**config.mk**
```make
export PLATFORM = sky130hd
export DESIGN_NAME = uart_resp_tx
export DESIGN_NICKNAME = d
export VERILOG_FILES = /design/src/rtl/uart_resp_tx_pkg.sv /design/src/rtl/uart_tx_byte.sv /design/src/rtl/uart_resp_tx.sv
export SDC_FILE = /design/constraint.sdc
export NUM_CORES = 1
export LEC_CHECK = 0
export CAP_MARGIN = 30
export CORE_ASPECT_RATIO = 1.75
export CORE_UTILIZATION = 49
export CTS_CLUSTER_SIZE = 16
export DETAILED_ROUTE_END_ITERATION = 10
export HOLD_SLACK_MARGIN = 0.03
export PLACE_DENSITY_LB_ADDON = 0.12
export REMOVE_ABC_BUFFERS = 1
export SLEW_MARGIN = 40
export SYNTH_ARGS = -nofsm -noshare
export SYNTH_HDL_FRONTEND = slang
export SYNTH_SLANG_ARGS = --single-unit
```
**constraint.sdc**
```tcl
create_clock -name CLK -period 2.7 [get_ports CLK]
set_input_delay 0.27 -clock CLK [delete_from_list [all_inputs] [get_ports CLK]]
set_output_delay 0.27 -clock CLK [all_outputs]
set_load 0.02 [all_outputs]
```
**src/rtl/uart_resp_tx_pkg.sv**
```systemverilog
// Shared definitions for the host command link: framing constants,
// byte-slot and bit-state enums, and the CRC8 step used on both directions.
package uart_resp_tx_pkg;

    localparam logic [7:0] SOF      = 8'hAA;
    localparam logic [7:0] CRC_POLY = 8'h07;

    // Which byte of the response frame is currently on the wire
    typedef enum logic [2:0] {
        SLOT_SOF,
        SLOT_LEN,
        SLOT_CMD,
        SLOT_PAY,
        SLOT_CRC
    } slot_e;

    // Bit-level state of the UART byte serializer
    typedef enum logic [1:0] {
        ST_IDLE,
        ST_START,
        ST_DATA,
        ST_STOP
    } tx_state_e;

    // One byte of CRC8 (poly 0x07, MSB first, no reflection, no final XOR)
    function automatic logic [7:0] crc8_step(input logic [7:0] crc, input logic [7:0] data);
        logic [7:0] c;
        c = crc ^ data;
        for (int i = 0; i < 8; i++) begin
            c = c[7] ? ({c[6:0], 1'b0} ^ CRC_POLY) : {c[6:0], 1'b0};
        end
        return c;
    endfunction

endpackage

```
**src/rtl/uart_tx_byte.sv**
```systemverilog
// UART 8N1 byte serializer: bit timer plus shift register, LSB first.
// A new byte may be loaded while idle or in the last cycle of the stop bit,
// so consecutive bytes follow each other with no idle gap.
module uart_tx_byte
    import uart_resp_tx_pkg::*;
#(
    parameter int CLKS_PER_BIT = 32
)(
    input  logic       CLK,
    input  logic       rst,
    input  logic       load,
    input  logic [7:0] byte_in,
    output logic       done,
    output logic       TX
);

    localparam int             CW   = (CLKS_PER_BIT > 1) ? $clog2(CLKS_PER_BIT) : 1;
    localparam logic [CW-1:0]  LAST = CW'(CLKS_PER_BIT - 1);

    tx_state_e     state_q;
    logic [CW-1:0] cnt_q;
    logic [2:0]    bit_q;
    logic [7:0]    shift_q;
    logic          tx_q;

    assign done = (state_q == ST_STOP) && (cnt_q == LAST);
    assign TX   = tx_q;

    // Bit sequencing: start bit, eight data bits, stop bit; TX held registered
    always_ff @(posedge CLK or negedge rst) begin
        if (!rst) begin
            state_q <= ST_IDLE;
            cnt_q   <= '0;
            bit_q   <= '0;
            shift_q <= '0;
            tx_q    <= 1'b1;
        end else if (load && ((state_q == ST_IDLE) || done)) begin
            state_q <= ST_START;
            cnt_q   <= '0;
            bit_q   <= '0;
            shift_q <= byte_in;
            tx_q    <= 1'b0;
        end else begin
            case (state_q)
                ST_IDLE: begin
                    tx_q <= 1'b1;
                end
                ST_START: begin
                    if (cnt_q == LAST) begin
                        cnt_q   <= '0;
                        bit_q   <= '0;
                        state_q <= ST_DATA;
                        tx_q    <= shift_q[0];
                    end else begin
                        cnt_q <= cnt_q + 1'b1;
                    end
                end
                ST_DATA: begin
                    if (cnt_q == LAST) begin
                        cnt_q <= '0;
                        if (bit_q == 3'd7) begin
                            state_q <= ST_STOP;
                            tx_q    <= 1'b1;
                        end else begin
                            bit_q   <= bit_q + 1'b1;
                            shift_q <= {1'b0, shift_q[7:1]};
                            tx_q    <= shift_q[1];
                        end
                    end else begin
                        cnt_q <= cnt_q + 1'b1;
                    end
                end
                ST_STOP: begin
                    if (cnt_q == LAST) begin
                        cnt_q   <= '0;
                        state_q <= ST_IDLE;
                        tx_q    <= 1'b1;
                    end else begin
                        cnt_q <= cnt_q + 1'b1;
                    end
                end
                default: begin
                    state_q <= ST_IDLE;
                    tx_q    <= 1'b1;
                end
            endcase
        end
    end

endmodule

```
**src/rtl/uart_resp_tx.sv**
```systemverilog
// Response-frame transmitter: SOF, LEN, CMD, payload, CRC8 sent as UART 8N1.
// Owns frame sequencing, the length clamp, the running CRC and the frame counter;
// the byte serializer owns the line itself.
module uart_resp_tx
    import uart_resp_tx_pkg::*;
#(
    parameter int CLKS_PER_BIT = 32,
    parameter int MAX_PAYLOAD  = 8
)(
    input  logic                     CLK,
    input  logic                     rst,
    input  logic                     resp_valid,
    output logic                     resp_ready,
    input  logic [7:0]               resp_cmd,
    input  logic [3:0]               resp_len,
    input  logic [8*MAX_PAYLOAD-1:0] resp_payload,
    output logic                     TX,
    output logic                     busy,
    output logic [15:0]              frames_sent
);

    localparam logic [3:0] MAX_LEN = 4'(MAX_PAYLOAD);

    slot_e                    slot_q;
    slot_e                    slot_d;
    logic                     ready_q;
    logic                     busy_q;
    logic [7:0]               cmd_q;
    logic [3:0]               len_q;
    logic [3:0]               rem_q;
    logic [8*MAX_PAYLOAD-1:0] pay_q;
    logic [7:0]               crc_q;
    logic [15:0]              frames_q;

    logic       accept;
    logic [3:0] lenClamped;
    logic [7:0] lenByte;
    logic       byteDone;
    logic       txLoad;
    logic [7:0] txByte;
    logic       crcEn;
    logic       frameEnd;

    assign accept      = resp_valid && ready_q;
    assign lenClamped  = (resp_len > MAX_LEN) ? MAX_LEN : resp_len;
    assign lenByte     = {4'd0, len_q} + 8'd2;
    assign resp_ready  = ready_q;
    assign busy        = busy_q;
    assign frames_sent = frames_q;

    // Pick the next byte for the serializer and whether it feeds the CRC;
    // the SOF goes out on the accept edge, later bytes on each byte-done edge
    always_comb begin
        txLoad   = 1'b0;
        txByte   = SOF;
        crcEn    = 1'b0;
        frameEnd = 1'b0;
        slot_d   = slot_q;
        if (accept) begin
            txLoad = 1'b1;
            txByte = SOF;
            slot_d = SLOT_SOF;
        end else if (busy_q && byteDone) begin
            case (slot_q)
                SLOT_SOF: begin
                    txLoad = 1'b1;
                    txByte = lenByte;
                    crcEn  = 1'b1;
                    slot_d = SLOT_LEN;
                end
                SLOT_LEN: begin
                    txLoad = 1'b1;
                    txByte = cmd_q;
                    crcEn  = 1'b1;
                    slot_d = SLOT_CMD;
                end
                SLOT_CMD, SLOT_PAY: begin
                    txLoad = 1'b1;
                    if (rem_q == 4'd0) begin
                        txByte = crc_q;
                        slot_d = SLOT_CRC;
                    end else begin
                        txByte = pay_q[7:0];
                        crcEn  = 1'b1;
                        slot_d = SLOT_PAY;
                    end
                end
                SLOT_CRC: begin
                    frameEnd = 1'b1;
                    slot_d   = SLOT_SOF;
                end
                default: begin
                    slot_d = SLOT_SOF;
                end
            endcase
        end
    end

    // Frame state: latch the request, track slot, CRC and remaining payload, count frames
    always_ff @(posedge CLK or negedge rst) begin
        if (!rst) begin
            slot_q   <= SLOT_SOF;
            ready_q  <= 1'b1;
            busy_q   <= 1'b0;
            cmd_q    <= '0;
            len_q    <= '0;
            rem_q    <= '0;
            pay_q    <= '0;
            crc_q    <= '0;
            frames_q <= '0;
        end else begin
            slot_q <= slot_d;
            if (accept) begin
                ready_q <= 1'b0;
                busy_q  <= 1'b1;
                cmd_q   <= resp_cmd;
                len_q   <= lenClamped;
                rem_q   <= lenClamped;
                pay_q   <= resp_payload;
                crc_q   <= 8'h00;
            end
            if (crcEn) begin
                crc_q <= crc8_step(crc_q, txByte);
            end
            if (txLoad && (slot_d == SLOT_PAY)) begin
                pay_q <= pay_q >> 8;
                rem_q <= rem_q - 1'b1;
            end
            if (frameEnd) begin
                ready_q  <= 1'b1;
                busy_q   <= 1'b0;
                frames_q <= frames_q + 1'b1;
            end
        end
    end

    uart_tx_byte #(
        .CLKS_PER_BIT(CLKS_PER_BIT)
    ) u_tx_byte (
        .CLK    (CLK),
        .rst    (rst),
        .load   (txLoad),
        .byte_in(txByte),
        .done   (byteDone),
        .TX     (TX)
    );

endmodule

```
## Word level (Yosys, flattened, before mapping)

Cells that the tools add are included.

- Muxes and demuxes: 61
- Eq/ne operators: 16
- $lt $le $gt $ge: 1
- $add $sub $neg: 5
- Bitwise gates (word level): 9
- Reduce and logical (&&, ||, !) cells: 25

Operators by type and width:

| cell | count |
|---|---|
| 64-bit two-way mux | 2 |
| 8-bit two-way mux | 9 |
| 3-bit two-way mux | 15 |
| 3-bit NOT | 8 |
| 8-bit case mux with 3 select lines | 1 |
| 1-bit two-way mux | 18 |
| 16-bit by 1-bit adder with 16-bit output (second input constant) | 1 |
| 5-bit two-way mux | 3 |
| 4-bit two-way mux | 3 |
| 2-bit nonzero test | 6 |
| 2-bit two-way mux | 5 |
| 3-bit by 2-bit equality test with 1-bit output (second input constant) | 3 |
| 3-bit by 1-bit != test with 1-bit output (second input constant) | 3 |
| 3-bit case mux with 3 select lines | 1 |
| 8-bit bitwise XOR | 1 |
| 3-bit equality test (second input constant) | 2 |
| 2-bit case mux with 3 select lines | 1 |
| 3-bit case mux with 2 select lines | 1 |
| 3-bit AND reduction | 2 |
| 4-bit by 2-bit adder with 5-bit output (second input constant) | 1 |
| 5-bit by 1-bit adder with 5-bit output (second input constant) | 1 |
| 5-bit equality test (second input constant) | 1 |
| 1-bit logical AND | 5 |
| 5-bit AND reduction | 1 |
| other kinds (21) | 23 |

- Input bits: 79
- Logic and storage cells: 131
- Register bits: 128
- Output and inout port bits: 19

## Longest topological paths before layout

Gate-level depths: netlist of run 1.

- Word-level depth: 23
- Mapped depth: 11
- Mapped depth without buffers: 11

## Hierarchy

From an unflattened synthesis of run 1, not the netlist that was laid out.

- Cells, all modules: 695
- Area total of the unflattened synthesis: 6502.5 µm²

Modules (own cells, without submodules):

| module | area each (µm²) | cells an instance | seq. area each (µm²) | times used |
|---|---|---|---|---|
| uart_resp_tx | 5413.9 | 596 | 2728.9 | 1 |
| uart_tx_byte | 1088.5 | 99 | 476.7 | 1 |

## Least setup slack after synthesis of run 1

OpenSTA, ideal clock, no wires.

- Path type: reg2reg
- From: reg u_tx_byte.cnt_q[0]
- To: reg crc_q[2]
- Path buffers: 0
- Setup time: 66 ps
- Period minus slack after synthesis: 2692 ps
- Arrival: 2627 ps
- Path slack: 8 ps
- Stages on the path, launching flop included: 12
- Data required time: 2634 ps
- Cells stage by stage: dfrtp_1 -> ha_1 -> and3_1 -> ha_1 -> and4b_1 -> nand2_1 -> a21oi_1 -> a211oi_2 -> xnor2_2 -> mux2_4 -> o221ai_2 -> a22o_1

- Word-level cells in the longest chain between the ends: 12
- Elaborated cells on any way between the ends: 19
- Classes of those cells: eq/ne (1); mux (10); bitwise (5); reduce/logical (3)

RTL lines:

| element | line | source |
|---|---|---|
| start: declaration | uart_tx_byte.sv:21 | `logic [CW-1:0] cnt_q;` |
| start signal: assignment | uart_tx_byte.sv:55 | `cnt_q <= cnt_q + 1'b1;` |
| start signal: assignment | uart_tx_byte.sv:70 | `cnt_q <= cnt_q + 1'b1;` |
| start signal: assignment | uart_tx_byte.sv:79 | `cnt_q <= cnt_q + 1'b1;` |
| 5-bit equality test * | uart_tx_byte.sv:26 | `assign done = (state_q == ST_STOP) && (cnt_q == LAST);` |
| 1-bit logical AND * | uart_tx_byte.sv:26 |  |
| 1-bit logical AND * | uart_resp_tx.sv:63 | `end else if (busy_q && byteDone) begin` |
| 8-bit two-way mux | uart_resp_tx.sv:63 |  |
| 8-bit two-way mux | uart_resp_tx.sv:59 | `if (accept) begin` |
| 8-bit bitwise XOR | uart_resp_tx_pkg.sv:28 | `c = crc ^ data;` |
| 3-bit two-way mux / 3-bit NOT (equally long branches) | -- |  |
| 3-bit NOT (no source line) / 3-bit two-way mux (equally long branches) | -- |  |
| 3-bit two-way mux / 3-bit NOT (equally long branches) | -- |  |
| 3-bit NOT (no source line) / 3-bit two-way mux (equally long branches) | -- |  |
| 3-bit two-way mux | uart_resp_tx_pkg.sv:30 | `c = c[7] ? ({c[6:0], 1'b0} ^ CRC_POLY) : {c[6:0], 1'b0};` |
| 8-bit two-way mux | uart_resp_tx.sv:122 | `if (crcEn) begin` |
| end signal: assignment | uart_resp_tx.sv:123 | `crc_q <= crc8_step(crc_q, txByte);` |
| end: declaration | uart_resp_tx.sv:32 | `logic [7:0] crc_q;` |

Every way passes the cells marked *; elsewhere a longest branch is shown, timed or not.
A chain may end at the register's enable or synchronous reset.

## Worst setup path in the final report of run 1

- From: reg u_tx_byte.cnt_q[1]
- To: reg crc_q[2]

Same word-level chain as after synthesis.

==> results of run 1 <==
[worst max-delay path, stage by stage (launching register included)]
cell and delay, ps:
dfrtp_1 400, ha_2 200, and3_4 190, ha_4 130
buf_6 100, nand3_4 80, nor3_4 190, buf_4 150
nor2_2 30, a211oi_2 140, buf_4 180, xnor2_4 140
mux2_4 330, o221ai_2 150, a22o_1 150
[metrics by stage]
stage | power [mW] | cells | TNS, ps | cell area [sq um]
after floorplan | 2.31 | 642 | -450850 | 6140
after global placement | 2.56 | 952 | 0 | 7700
after detailed placement | 2.58 | 952 | -5.72 | 7700
after CTS | 4.77 | 986 | 0 | 8290
after global routing | 4.94 | 988 | -155 | 8400
final | 4.74 | 988 | 0 | 8400
[worst max path at each step]
| stage | from | end | slack [ps] | cells past startpoint |
|---|---|---|---|---|
| final | u_tx_byte.cnt_q[1]$_DFFE_PN0P_ | crc_q[2]$_DFFE_PN0P_ | 80 | 14 |
| after detailed placement | u_tx_byte.cnt_q[1]$_DFFE_PN0P_ | crc_q[7]$_DFFE_PN0P_ | -6 | 13 |
| after CTS | u_tx_byte.cnt_q[1]$_DFFE_PN0P_ | crc_q[2]$_DFFE_PN0P_ | 20 | 13 |
| after global routing | u_tx_byte.cnt_q[1]$_DFFE_PN0P_ | crc_q[2]$_DFFE_PN0P_ | -60 | 14 |
| after global placement | u_tx_byte.cnt_q[1]$_DFFE_PN0P_ | crc_q[7]$_DFFE_PN0P_ | 30 | 13 |
| after floorplan | resp_ready$_DFFE_PN1P_ | pay_q[0]$_DFFE_PN0P_ | -7120 | 5 |
[power by group]
group / internal [mW] / switching, mW
registers: 2.03 / 0.0917
clock network: 1.32 / 0.864
logic: 0.234 / 0.201
total: 3.58 / 1.16
[logic make-up (layout without fill, tap and decap cells)]
family                     count (synthesis)  count (layout)  synth area share
xor gates and xnor gates                  31              31            0.0444
muxes                                     12              12            0.0201
buffers and inverters                     47             190            0.0287
DFF                                      128             128             0.511
adders and majority gates                 12              12            0.0239
AOI/OAI and AO/OA                        162             162             0.173
and+or+nand+nor                          285             285             0.199
[registers in the layout, indices dropped and copies added, names as in the netlist]
register	cells
crc_q	8
u_tx_byte.shift_q	8
pay_q	64
resp_ready	1
busy	1
u_tx_byte.TX	1
u_tx_byte.state_q	2
len_q	4
frames_sent	16
cmd_q	8
rem_q	4
u_tx_byte.cnt_q	5
slot_q	3
u_tx_byte.bit_q	3
[what timing repair did]
item	4_1_cts	5_1_grt
buffers inserted	1	2
endpoints found under the hold margin	38	0
pin swaps	1	4
hold buffers	1	0
endpoints found under the setup margin	2	7
gates resized for setup	1	20
cloned	0	0
[routing by layer]
metal  wire [um]  GRT usage
met4         410      0.111
met2        9200      0.487
met3         476     0.0455
met5           0          0
met1        6360      0.291
[area by class of cell]
cell class	instances	area, sq um	share of cell area
tap	168	210	0.0250
inverter	12	45.0	0.00536
sequential	128	3210	0.382
clock inverter	12	111	0.0133
multi-input combinational	502	2990	0.356
timing repair buffer	146	1380	0.164
clock buffer	20	457	0.0544
[synth_stat cells (4+ instances only)]
library cell | count | share of area
a21oi_1 | 39 | 0.031
a221oi_1 | 4 | 0.0056
a22o_1 | 6 | 0.0084
a22oi_1 | 58 | 0.069
a31oi_1 | 5 | 0.0050
and3_1 | 6 | 0.0060
buf_1 | 7 | 0.0042
clkbuf_1 | 25 | 0.015
dfrtp_1 | 126 | 0.50
ha_1 | 12 | 0.024
inv_1 | 12 | 0.0072
mux2i_1 | 10 | 0.016
nand2_1 | 199 | 0.12
nand3_1 | 13 | 0.010
nand4_1 | 10 | 0.010
nor2_1 | 25 | 0.015
nor3_1 | 8 | 0.0064
o21ai_0 | 29 | 0.023
xnor2_1 | 24 | 0.033
xor2_1 | 6 | 0.0084
==> flow_metrics.py, run 1 <==
metrics = {
    "run_status": {
        "outcome": "complete, no violations",
    },
    "clocking": {
        "htree_levels": 4,
        "cts-root-buf": "clkbuf_16",
        "clockBufferDepth": 2,
        "clk_pin_slew_ps": 60,
        "tritoncts": "built",
        "clk-insertion-delay-late_ps": 420,
        "cts.sinks": 128,
        "cts_buffers": 17,
    },
    "worst_setup_path": {
        "cp.arrival_ps": 2980,
        "r2r-end": "crc_q[2]$_DFFE_PN0P_",
        "crit_path_max_fanout": 4,
        "start_kind": "flip-flop",
        "critPathKind": "flip-flop to flip-flop",
        "reg2reg_depth": 14,
        "required_ps": 3050,
        "r2r-start": "u_tx_byte.cnt_q[1]$_DFFE_PN0P_",
        "end_kind": "flip-flop",
        "rrSetupSlack_ps": 80,
    },
    "synthesis": {
        "synth-edff-count": 0,
        "async_reset_ff_frac": 1.00,
        "syn_inst": 677,
        "ys_seq_elements": 128,
        "avgSynthCellArea_sq_um": 9.27,
        "yosysUniqueCellTypes": 57,
        "ys.warnings.count": 0,
        "synth_ff_type": "dfrtp_1",
        "ys_seq_area_frac": 0.511,
        "syn-cell-area_sq_um": 6280,
    },
    "drt": {
        "vias": 5417,
        "drt-pass1-iter-count": 5,
        "wl_per_cell_um": 16.6,
        "avgViaCountPerCell": 5.48,
        "routed_wl_um": 16400,
        "drc": 0,
        "postRouteAntennaNets": 0,
        "drtIter0Drc": 267,
    },
    "timing": {
        "worst_slew_pin_slew_ps": 737,
        "maxSlewViolCount": 0,
        "maxSlewHeadroom": 0.504,
        "setup_viol": 0,
        "finClkSkew_ps": 7.96,
        "finalHoldViolCount": 0,
        "post-route-min-period_ps": 2620,
        "whs_ps": 379,
        "rsz0062_at_grt": "yes",
        "fin_ws_ps": 78.1,
        "fin_crit_sh": 0.971,
        "max_freq_mhz": 381,
    },
    "flow_run": {
        "cap_violations": 0,
    },
    "power": {
        "max-vdd-ir-drop_mv": 0.560,
        "powerDensity_nw_per_um2": 564,
        "p_leak_nw": 3.92,
    },
    "cells_and_area": {
        "fin_nets": 898,
        "final.fill_count": 1008,
        "layout_common_cells": "199 x nand2_1, 126 x dfrtp_1, 96 x clkdlybuf4s50_1",
        "final_common_cell": "nand2_1",
        "syn_to_final_growth_pct": 33.8,
        "insertedDiodeCount": 0,
        "post-route-util": 0.672,
        "drive_above_1_share": 0.135,
    },
    "floorplan": {
        "placementRows": 54,
        "ioPinCount": 98,
        "start_util": 0.502,
        "dieHeight_um": 152,
        "core_sq_um": 12500,
        "dieArea_sq_um": 13300,
        "die_w_um": 87.6,
    },
    "global_routing": {
        "grt_max_degree": 56,
        "grt_pass1_wl_um": 26400,
        "grt_usage": 0.263,
        "grt.overflow.total": 0,
        "grt_pass1_vias": 5406,
        "antenna_found_initial": 0,
    },
    "min_path": {
        "hold_class": "primary input to asynchronous set/reset pin",
    },
    "placed_design": {
        "io_buffers": 97,
        "place_ws_ps": -5.72,
        "hpwlAfterDp_um": 11800,
        "gp_congestion": 0.865,
    },
}
(Power assumes the default switching activity.)
==> run 2, diff against run 1 <==
CTS_CLUSTER_DIAMETER = 80   (was not set)
==> results of run 2 <==
Same layout as run 1: the final DEF is identical, and so are final timing and power.
==> run 3, diff against run 2 <==
ABC_CLOCK_PERIOD_IN_PS = 2700   (was not set)
SLEW_MARGIN = 10   (was 40)
==> results of run 3 <==
Same layout as run 1: the final DEF is identical, and so are final timing and power.
==> edit 1, RTL diff (config.mk and constraints of run 1) <==
Set the parameter `MAX_PAYLOAD` to 9 (it was 8).
--- a/src/rtl/uart_resp_tx.sv
+++ b/src/rtl/uart_resp_tx.sv
@@ -7,3 +7,3 @@
     parameter int CLKS_PER_BIT = 32,
-    parameter int MAX_PAYLOAD  = 8
+    parameter int MAX_PAYLOAD  = 9
 )(
Interface: changed (resized resp_payload); port bits go from 98 to 106. No check against the original RTL was run, so the function may have changed too.
==> edit 1 against run 1 <==
  * The flow now finishes with violations (negative setup slack)
  * Routed wire length shrank 3.4%
  * Core utilization down 0.72 points
  * Combinational power fell by 6.7%
  * Clock skew rose by 0.0051 ns
  * Cell count increased by 1.2%
  * Power is 4.5% higher
  * Design area up 2.9%
  * First-iteration DRC count grew 0.37%
  * Sequential cell count up 8
  * Synthesized area rose by 4.5%
  * Sequential share of layout area is 1.2 points higher
  * Global-route usage fell by 1.6 points
  * Count of clock-buffer cells in the layout is 2 lower
  * Setup slack worse by 0.091 ns
==> edit 1: results (changes against run 1) <==
stage,metric,value,unit,change
run_status,outcome,"finished, violations left",,
run_status,failed_checks,negative setup slack,,
clock_network,ctsResizeCount,3,,+2
synth,synthMuxAreaShare,1.95,%,-0.068 points
layout,regArea,0.00341,mm²,+6.2%
synth,syn_avg_cell_area,9.43,µm²,+1.7%
sta,setup_viol,2,,+2
drt,totalWireLength,15900,µm,-3.4%
place,post-place-ws,-0.0607,ns,-0.0549 ns
power_and_ir_drop,p_comb,0.406,mW,-6.7%
critical_path,worst_ep_arrival_time,3.01,ns,+0.03 ns
sta,fin_skew,0.0131,ns,+0.00512 ns
sta,setup_ws,-0.0127,ns,-0.0908 ns
place,placed_cell_area,0.00794,mm²,+3.2%
drt,num_vias,5544,,+2.3%
layout,layout.nets,915,,+1.9%
sta,maxSlewHeadroom,54.2,%,+3.8 points
synth,synth.top_cells.by_count,"208 x nand2_1, 134 x dfrtp_1, 67 x a22oi_1, 35 x o21ai_0, 29 x clkbuf_1",,
power_and_ir_drop,p_leak,3.91,nW,-0.32%
place,placed_cells,965,,+1.4%
layout,buffers_excl_clock,140,,-4.1%
grt,grt_pass1_vias,5613,,+3.8%
layout,fin_cells,1000,,+1.2%
layout,nFillCells,1020,,+1.2%
synth,synth_xor_area_share,4.27,%,-0.17 points
layout,inverters_excl_clock,9,,-3
synth,synth_cell_types,58,,+1.8%
layout,clock_area_share,6.60,%,-0.16 points
synth,synth_area_leaders,"dfrtp_1 51%, nand2_1 12%, a22oi_1 7.7%",,
grt,grt.total_usage,24.7,%,-1.6 points
layout,buf_share,15.5,%,-0.89 points
-- edit 1: worst paths after layout --
| check | startpoint | to | cells past startpoint |
|---|---|---|---|
| max | u_tx_byte.cnt_q[1]$_DFFE_PN0P_ | crc_q[7]$_DFFE_PN0P_ | 11 |
| max in group asynchronous | rst | u_tx_byte.TX$_DFFE_PN1P_ | 3 |
| min | rst | frames_sent[15]$_DFFE_PN0P_ | 2 |
| min reg2reg | frames_sent[15]$_DFFE_PN0P_ | frames_sent[15]$_DFFE_PN0P_ | 1 |
| max reg2reg | u_tx_byte.cnt_q[1]$_DFFE_PN0P_ | crc_q[7]$_DFFE_PN0P_ | 11 |
| min in group CLK | resp_cmd[5] | cmd_q[5]$_DFFE_PN0P_ | 3 |
-- edit 1: routing by layer --
metal  GRT usage (%)  wire length (µm)  vias to the layer above
li1                -                 -                     2657
met1            28.2              6220                     2713
met2            43.4              8570                      147
met3            5.99               769                       27
met4            9.67               320                        0
met5               0                 0                        -
==> edit 2, RTL diff (config.mk and constraints of run 1) <==
Without the edit above. Re-encode `tx_state_e` (4 states) as one-hot, 4 bits wide.
--- a/src/rtl/uart_resp_tx_pkg.sv
+++ b/src/rtl/uart_resp_tx_pkg.sv
@@ -17,7 +17,7 @@
     // Bit-level state of the UART byte serializer
-    typedef enum logic [1:0] {
-        ST_IDLE,
-        ST_START,
-        ST_DATA,
-        ST_STOP
+    typedef enum logic [3:0] {
+        ST_IDLE  = 4'b0001,
+        ST_START = 4'b0010,
+        ST_DATA  = 4'b0100,
+        ST_STOP  = 4'b1000
     } tx_state_e;
Behaviour: same outputs for any inputs over 10 cycles, from zero or initial values and one cycle with rst low; not proved beyond that.
==> edit 2 against run 1 <==
  * The flow now finishes with violations (negative setup slack)
  * Setup slack worse by 0.41 ns
  * First-iteration DRC count up 7.1%
  * Routed wire length is 2.6% higher
  * Fmax shrank 14%
  * Design area increased by 4.7%
  * Synthesized area up 2.9%
  * Power up 5.7%
  * Sequential cell count up 2
  * Hold slack better by 0.015 ns
  * Critical path type unchanged
  * Critical endpoint unchanged
==> edit 2: results (changes against run 1) <==
stage,metric,value,unit,change
synth,synth.top_cells.by_count,"193 x nand2_1, 127 x dfrtp_1, 57 x a22oi_1, 42 x nor2_1, 36 x a21oi_1",,
layout,buffers_excl_clock,166,,+14%
sta,setup_viol,2,,+2
layout,inverters_excl_clock,7,,-5
layout,drive_gt1_share,17.1,%,+3.6 points
layout,clockBufferCount,18,,-10%
layout,multi_input_area,0.00314,mm²,+4.8%
sta,setup_ws,-0.336,ns,-0.414 ns
sta,worst_pin_slew,0.590,ns,-0.147 ns
drt,dr_wl_met2,9120,µm,-0.95%
synth,synthMuxAreaShare,1.49,%,-0.52 points
die,placementRows,55,,+1.9%
run_status,outcome,"finished, violations left",,
drt,totalWireLength,16900,µm,+2.6%
synth,synth_cell_types,64,,+12%
layout,buf_share,17.8,%,+1.4 points
synth,synth-seq-area-share,50.4,%,-0.66 points
grt,grt_max_degree,60,,+7.1%
grt,use_met3,4.83,%,+0.28 points
power_and_ir_drop,p_total,5.01,mW,+5.7%
place,post-dp-hpwl,12100,µm,+2.3%
layout,nFillCells,1036,,+2.8%
critical_path,slowest_stage,xnor3_2,,
critical_path,path_max_fanout,3,,-1
run_status,failed_checks,negative setup slack,,
power_and_ir_drop,pg_clk,2.33,mW,+7%
sta,tns,-0.425,ns,-0.425 ns
critical_path,cp_top_family,XOR/XNOR gates,,
synth,synth_area_leaders,"dfrtp_1 49%, nand2_1 11%, a22oi_1 6.6%",,
layout,clock_area_share,6.77,%,+0.0071 points
layout,seq_share,37.0,%,-1.1 points
grt,met2_usage,46.2,%,-2.5 points
grt,grt_pass1_vias,5874,,+8.7%
grt,met1_usage,29.6,%,+0.49 points
drt,viasPerCell,5.50,,+0.39%
layout,regArea,0.00326,mm²,+1.6%
layout,nMultiInputCombCells,519,,+3.4%
sta,fin_skew,0.00832,ns,+0.000360 ns
layout,layout.nets,927,,+3.2%
critical_path,slowest_delay,0.50,ns,+0.10 ns
power_and_ir_drop,swShare,23.5,%,-0.92 points
power_and_ir_drop,irDropWorstVdd,0.430,mV,-23%
-- edit 2: cell types whose count changed after synthesis, sizes merged, moves of 4 or more --
cell	delta
and2	+5
clkbuf	+9
a21oi	-4
nor2	+16
nand4	-10
mux2i	-6
inv	-5
nand2	-6
and3	+4
xor2	+7
xnor2	-5
ha	-5
-- edit 2: path summary, 6_finish.rpt --
kind / to / slack [ns] / startpoint / depth (start not counted)
worst max-delay path: crc_q[2]$_DFFE_PN0P_ / -0.34 / rem_q[0]$_DFFE_PN0P_ / 10
worst min-delay path: cmd_q[7]$_DFFE_PN0P_ / 0.39 / resp_cmd[7] / 3
worst max register to register: crc_q[2]$_DFFE_PN0P_ / -0.34 / rem_q[0]$_DFFE_PN0P_ / 10
worst min register to register: frames_sent[15]$_DFFE_PN0P_ / 0.47 / frames_sent[15]$_DFFE_PN0P_ / 1
max in group asynchronous: resp_ready$_DFFE_PN1P_ / 1.60 / rst / 3
min in group asynchronous: pay_q[20]$_DFFE_PN0P_ / 0.43 / rst / 2
-- edit 2: metrics by stage --
| step | instances | hold WS (ns) | setup slack (ns) |
|---|---|---|---|
| 3_5_place_dp | 988 | 0.407 | -0.357 |
| 4_1_cts | 1023 | 0.391 | -0.339 |
| 3_3_place_gp | 988 | 0.393 | -0.278 |
| 5_1_grt | 1023 | 0.413 | -0.422 |
| 2_1_floorplan | 656 | -0.0256 | -1.89 |
| 6_report | 1023 | 0.394 | -0.336 |
-- edit 2: repair_timing --
| action | 4_1_cts | 5_1_grt |
|---|---|---|
| setup buffers | 4 | 1 |
| cloned | 0 | 0 |
| endpoints found under the hold margin | 57 | 0 |
| pin swaps | 10 | 7 |
| endpoints found under the setup margin | 5 | 13 |
| gates resized for setup | 15 | 19 |
| hold buffers | 1 | 0 |
